===== src/rtl/muldiv_sequencer.sv =====
// Multi-cycle unsigned multiply (shift-add) / divide (restoring) sequencer.
// Borrows the shared add/sub unit through alu_* while busy; N steps plus one done cycle.
module muldiv_sequencer #(
  parameter int unsigned N = 4
) (
  input  logic         clk,
  input  logic         rst,
  input  logic         start,
  input  logic         op,
  input  logic [N-1:0] a,
  input  logic [N-1:0] b,
  output logic [N-1:0] alu_a,
  output logic [N-1:0] alu_b,
  output logic         alu_s,
  input  logic [N-1:0] alu_sum,
  input  logic         alu_carry,
  output logic [N-1:0] result_hi,
  output logic [N-1:0] result_lo,
  output logic         busy,
  output logic         done,
  output logic         div_zero
);

  localparam int unsigned CW = (N > 1) ? $clog2(N) : 1;
  localparam logic [CW-1:0] LAST = CW'(N - 1);

  typedef enum logic [1:0] {IDLE, RUN, DONE} state_t;

  state_t        state, state_n;
  logic [N-1:0]  m_q, m_n;
  logic [N-1:0]  h_q, h_n;
  logic [N-1:0]  l_q, l_n;
  logic [CW-1:0] cnt_q, cnt_n;
  logic          op_q, op_n;
  logic          dz_q, dz_n;
  logic          busy_n, done_n;
  logic [N-1:0]  rs;
  logic          take;

  // Partial remainder shifted left by one, pulling in the next dividend bit
  assign rs = {h_q[N-2:0], l_q[N-1]};

  assign result_hi = h_q;
  assign result_lo = l_q;
  assign div_zero  = dz_q;

  // State and datapath registers
  always_ff @(posedge clk or posedge rst) begin
    if (rst) begin
      state <= IDLE;
      m_q   <= '0;
      h_q   <= '0;
      l_q   <= '0;
      cnt_q <= '0;
      op_q  <= 1'b0;
      dz_q  <= 1'b0;
      busy  <= 1'b0;
      done  <= 1'b0;
    end else begin
      state <= state_n;
      m_q   <= m_n;
      h_q   <= h_n;
      l_q   <= l_n;
      cnt_q <= cnt_n;
      op_q  <= op_n;
      dz_q  <= dz_n;
      busy  <= busy_n;
      done  <= done_n;
    end
  end

  // Next-state, datapath step and ALU drive
  always_comb begin
    state_n = state;
    m_n     = m_q;
    h_n     = h_q;
    l_n     = l_q;
    cnt_n   = cnt_q;
    op_n    = op_q;
    dz_n    = dz_q;
    alu_a   = '0;
    alu_b   = '0;
    alu_s   = 1'b0;
    take    = 1'b0;

    case (state)
      IDLE: begin
        if (start) begin
          state_n = RUN;
          op_n    = op;
          h_n     = '0;
          cnt_n   = '0;
          dz_n    = op & (b == '0);
          m_n     = op ? b : a;
          l_n     = op ? a : b;
        end
      end
      RUN: begin
        cnt_n = cnt_q + CW'(1);
        if (op_q) begin
          alu_a = rs;
          alu_b = m_q;
          alu_s = 1'b1;
          // H[N-1] set means the shifted remainder exceeds N bits, so it always covers M
          take  = h_q[N-1] | alu_carry;
          h_n   = take ? alu_sum : rs;
          l_n   = {l_q[N-2:0], take};
        end else begin
          alu_a = h_q;
          alu_b = m_q;
          if (l_q[0]) begin
            {h_n, l_n} = {alu_carry, alu_sum, l_q[N-1:1]};
          end else begin
            {h_n, l_n} = {1'b0, h_q, l_q[N-1:1]};
          end
        end
        if (cnt_q == LAST) begin
          state_n = DONE;
        end
      end
      DONE: begin
        state_n = IDLE;
      end
      default: begin
        state_n = IDLE;
      end
    endcase

    busy_n = (state_n == RUN);
    done_n = (state_n == DONE);
  end

endmodule


===== config.mk =====
export PLATFORM = sky130hd
export DESIGN_NAME = muldiv_sequencer
export DESIGN_NICKNAME = d
export VERILOG_FILES = /design/src/rtl/muldiv_sequencer.sv
export SDC_FILE = /design/constraint.sdc
export NUM_CORES = 1
export LEC_CHECK = 0
export ABC_AREA = 0
export BUFFER_PORTS_ARGS = -buffer_cell sky130_fd_sc_hd__buf_4
export CELL_PAD_IN_SITES_DETAIL_PLACEMENT = 0
export CELL_PAD_IN_SITES_GLOBAL_PLACEMENT = 1
export CORE_UTILIZATION = 26
export CTS_BUF_LIST = sky130_fd_sc_hd__clkbuf_2
export DETAILED_ROUTE_END_ITERATION = 8
export GPL_ROUTABILITY_DRIVEN = 0
export PLACE_DENSITY = 0.68
export SLEW_MARGIN = 15
export SYNTH_ARGS = -nofsm -noshare
export SYNTH_HDL_FRONTEND = slang
export SYNTH_SLANG_ARGS = --single-unit

===== constraint.sdc =====
create_clock -name clk -period 3.1 [get_ports clk]
set_input_delay 0.62 -clock clk [delete_from_list [all_inputs] [get_ports clk]]
set_output_delay 0.62 -clock clk [all_outputs]
set_load 0.05 [all_outputs]

==> results.ini, run 1 <==
[finish]
layout-drive-gt1-share = 0.340
regArea_um2 = 500
multi_input_area_um2 = 623
nets = 170
area_growth_pct = 20.7
nFillCells = 466
antenna_cells = 0

[floorplan]
dieArea_mm2 = 0.00503
die_w_um = 71.0
core_mm2 = 0.00447
io_pins = 37
rows = 24
initial_utilization = 0.276
die_h_um = 71.0

[run]
max_cap_viol_count = 0

[clock_network]
cts_tree = built
cts_root_buffer = clkbuf_2
numCtsBuffers = 3
clk_path_buf_depth = 2
ctsHoldBuffers = 0
post_cts_buffers = 0
clkTransAtPathRegs_ps = 180
insertion_delay_ps = 310
cts_sinks = 20
htree_levels = 1
post_cts_resized = 0

[global_routing]
grt_antenna_before_repair = 0
grt_pass1_vias = 998
grtUsageTotal = 0.124
grt_overflow = 0
grt_pass1_wl_um = 4820
grt_max_degree = 21

[timing]
finalMaxSlewViolations = 0
rsz0062_at_grt = no
max_freq_ghz = 0.410
period_share = 0.788
fin_tns_setup_ps = 0
finalClockSkew_ps = 5.71
setup-violations-final = 0
worstMarginPinSlew_ps = 777
final.min_clock_period_ps = 2440
relSlewSlack = 0.482
hold_viol = 0

[critical_path]
critical_path_class = reg2out
critPathMaxFanout = 11
crit_chain = nor2b_2 > and2_1 > buf_4
critPathLaunchType = flop
cp_slowest_cell = dfrtp_1
crit_required_ps = 2480
end_kind = primary output
cp.arrival_ps = 1820
slowest_delay_ps = 600

[logic_synthesis]
synthXorXnorAreaFrac = 0
yosysTopAreaCellShare = 0.405
yosys_warnings = 0
post_synth_mux_area_share = 0.161
yosysTopAreaCell = dfrtp_1
synth_top_family_by_area = compound AO/OA/AOI/OAI gates
avgSynthCellArea_um2 = 10.3
yosysSeqAreaShare = 0.405
synth_adder_area_share = 0.0101
syn_inst = 120
synth.net_count = 138
synth-simple-area-share = 0.145
synth_area_mm2 = 0.00124
ys_types = 33
synthTopCellsByArea = dfrtp_1 (40%), mux2i_1 (12%), buf_6 (6.4%)
synth_compound_area_frac = 0.188
ys_ff_latch = 20

[detailed_routing]
via_per_inst = 5.02
drcViolationCount = 9
finalWirelength_um = 2890
ant_nets = 0
vias = 1015
routedWlPerCell_um = 14.3
drt_iter0_markers = 67
drt_first_pass_iters = 6

[worst_hold_path]
worst_hold_path_type = in2async

[run_status]
outcome = complete, but fails checks
violations = design-rule violations

[placement]
hpwl_um = 2190
io_buffers = 36

path summary, 6_finish.rpt:
path                                           start  slack, ps  cells past startpoint                       end
worst max-delay path              state[0]$_DFF_PP0_        660                      3                  alu_b[1]
worst min-delay path                             rst        430                      2      div_zero$_DFFE_PP0P_
worst max register to register    state[0]$_DFF_PP0_       1530                      2      div_zero$_DFFE_PP0P_
worst min register to register  div_zero$_DFFE_PP0P_        530                      1      div_zero$_DFFE_PP0P_
max in group asynchronous                        rst       2190                      2  result_hi[1]$_DFFE_PP0P_
min in group clk                div_zero$_DFFE_PP0P_        530                      1      div_zero$_DFFE_PP0P_
synthesized netlist by cell type:
library cell / number
mux2i_1: 15
o221a_2: 1
nand4_1: 1
inv_1: 5
o311ai_1: 1
a211oi_1: 1
a21oi_1: 3
buf_4: 2
a32o_1: 2
nor2b_2: 1
mux2_2: 3
a21oi_2: 4
o21ai_0: 5
dfrtp_1: 20
buf_6: 7
and2_1: 4
nor4_1: 1
nor3b_4: 1
ha_1: 1
o21bai_2: 1
o211ai_1: 3
nor2_1: 14
o22a_1: 2
o21ai_1: 1
nand2b_1: 4
nor2b_1: 1
o311ai_0: 1
mux2_4: 1
o21a_1: 1
a22o_1: 1
nand2_1: 8
o22ai_1: 1
a22oi_1: 3
worst max-delay path, delay by kind of cell, from the launching register on:
kind	cells	cell delay (ps)
flip-flops	1	600
buffers and inverters	1	200
AND/OR/NAND/NOR	2	710
sequential cells by signal, indices dropped and copies added (netlist names):
register,flops
result_lo,4
result_hi,4
op_q,1
busy,1
done,1
div_zero,1
m_q,4
state,2
cnt_q,2
metrics by stage:
step | hold slack [ps] | std cells | setup WS [ps] | cell area [um2] | utilization
floorplan | 468 | 120 | 937 | 1240 | -
global placement | 489 | 199 | 1070 | 1480 | 0.330
detailed placement | 502 | 199 | 1030 | 1480 | 0.330
CTS | 446 | 202 | 644 | 1490 | 0.334
global route | 440 | 202 | 481 | 1490 | 0.334
finish | 430 | 202 | 658 | 1490 | 0.334
layout by cell type, fill, tap and decap left out, drive strengths merged, types with 3 or more instances in the layout:
cell type	Yosys	layout
buf	9	36
dfrtp	20	20
mux2i	15	15
nor2	14	14
nand2	8	8
a21oi	7	7
o21ai	6	6
inv	5	5
nand2b	4	4
and2	4	4
mux2	4	4
o211ai	3	3
a22oi	3	3
clkbuf	0	3
routing by layer:
metal / up-vias / part of all wire / track usage / routed length, um
met3: 8 / 0.048 / 0.0271 / 138
met4: 0 / 0.021 / 0.0533 / 61
met5: - / 0 / 0 / 0
li1: 487 / - / - / -
met1: 486 / 0.45 / 0.160 / 1300
met2: 34 / 0.48 / 0.200 / 1390
final cells by class:
cell class,count,share of cell area
Inverter,5,0.0126
Tap cell,52,0.0436
Sequential cell,20,0.335
Clock buffer,3,0.0101
Timing Repair Buffer,36,0.181
Multi-Input combinational cell,86,0.417
cells by family (layout without fill, tap and decap cells):
group                    after synthesis  count (layout)
adder cells (fa/ha/maj)                1               1
multiplexers                          19              19
AND/OR/NAND/NOR                       35              35
flip-flops                            20              20
AO/OA/AOI/OAI                         31              31
buffers and inverters                 14              44
Power of run 1 is left out: the tool's default activity adds up to more than one toggle a clock period on the data nets, which glitch-free logic cannot reach.
==> run 2, diff against run 1 <==
==> constraint.sdc (replaced) <==
create_clock -name clk -period 2.35 [get_ports clk]
set_input_delay 0.47 -clock clk [delete_from_list [all_inputs] [get_ports clk]]
set_output_delay 0.47 -clock clk [all_outputs]
set_load 0.05 [all_outputs]
==> results.ini, run 2 (synthesis results as in run 1) <==
[placement]
hpwl_um = 2190
dp.cells = 199
io_buffers = 36

[global_routing]
grt_antenna_before_repair = 0
grt_max_degree = 21
grt_overflow = 0
grtUsageTotal = 0.124
grt_pass1_vias = 998
grt_pass1_wl_um = 4820

[floorplan]
dieArea_mm2 = 0.00503
io_pins = 37
die_w_um = 71.0
rows = 24
core_mm2 = 0.00447
die_h_um = 71.0
initial_utilization = 0.276

[clock_network]
clk_path_buf_depth = 2
cts_root_buffer = clkbuf_2
clkTransAtPathRegs_ps = 180
numCtsBuffers = 3
cts_sinks = 20
cts_tree = built
ctsHoldBuffers = 0
post_cts_resized = 0
insertion_delay_ps = 310
post_cts_buffers = 0
htree_levels = 1

[timing]
setup-violations-final = 0
finalClockSkew_ps = 0.782
hold_viol = 0
relSlewSlack = 0.495
rsz0062_at_grt = no
max_freq_ghz = 0.466
fin_tns_setup_ps = 0
finalMaxSlewViolations = 0
final.min_clock_period_ps = 2150
worstMarginPinSlew_ps = 757
period_share = 0.913

[critical_path]
crit_chain = nor2b_4 > nand2_1 > inv_1 > buf_4
critical_path_class = reg2out
slowest_delay_ps = 600
crit_required_ps = 1880
cp_slowest_cell = dfrtp_1
critPathMaxFanout = 11
end_kind = primary output
cp.arrival_ps = 1680
critPathLaunchType = flop

[detailed_routing]
ant_nets = 0
finalWirelength_um = 2880
drt_first_pass_iters = 9
vias = 1002
routedWlPerCell_um = 14.2
via_per_inst = 4.96
drt_iter0_markers = 72
drcViolationCount = 4

[finish]
stdcell_count = 202
fin_util = 0.335
layout_commonest_cell = buf_4
antenna_cells = 0
nets = 170
layout-drive-gt1-share = 0.340
final_cell_mix = buf_4 (36), dfrtp_1 (20), mux2i_1 (15)
area_growth_pct = 21.2

[run_status]
violations = design-rule violations
outcome = complete, but fails checks

[worst_hold_path]
worst_hold_path_type = in2async

[run]
max_cap_viol_count = 0

-- run 2: final cells by class --
type	count	area [um2]
sequential	20	500
multi-input combinational	86	628
timing repair buffer	36	270
fill	469	2980
clock buffer	3	15.0
tap	52	65.1
inverter	5	18.8
-- run 2: through the flow --
stage | cell area, um2 | worst slack (ps) | hold WS, ps
global placement | 1480 | 470 | 489
finish | 1500 | 204 | 268
CTS | 1490 | 43.9 | 296
global route | 1500 | 26.2 | 290
floorplan | 1240 | 337 | 434
detailed placement | 1480 | 433 | 502
-- run 2: layer usage --
layer	global-route usage	share of wire	vias to the layer above
met5	0	0	-
li1	-	-	490
met1	0.160	0.44	482
met3	0.0271	0.047	5
met4	0.0533	0.018	0
met2	0.200	0.49	25
-- run 2: path summary, 6_finish.rpt --
path / cells after the start / startpoint / slack, ps / end
worst max-delay path: 4 / state[0]$_DFF_PP0_ / 200 / alu_s
worst min-delay path: 2 / rst / 270 / div_zero$_DFFE_PP0P_
worst max register to register: 2 / state[1]$_DFF_PP0_ / 760 / div_zero$_DFFE_PP0P_
worst min register to register: 1 / div_zero$_DFFE_PP0P_ / 530 / div_zero$_DFFE_PP0P_
max in group asynchronous: 2 / rst / 1620 / result_hi[2]$_DFFE_PP0P_
min in group clk: 3 / a[3] / 470 / m_q[3]$_DFFE_PP0P_
-- run 2: critical path: cells and delay by family (launching register included) --
family	cells	cell delay, ps
flops	1	600
simple gates	2	480
buf+inv	2	270
Power of run 2 is left out for the same reason.
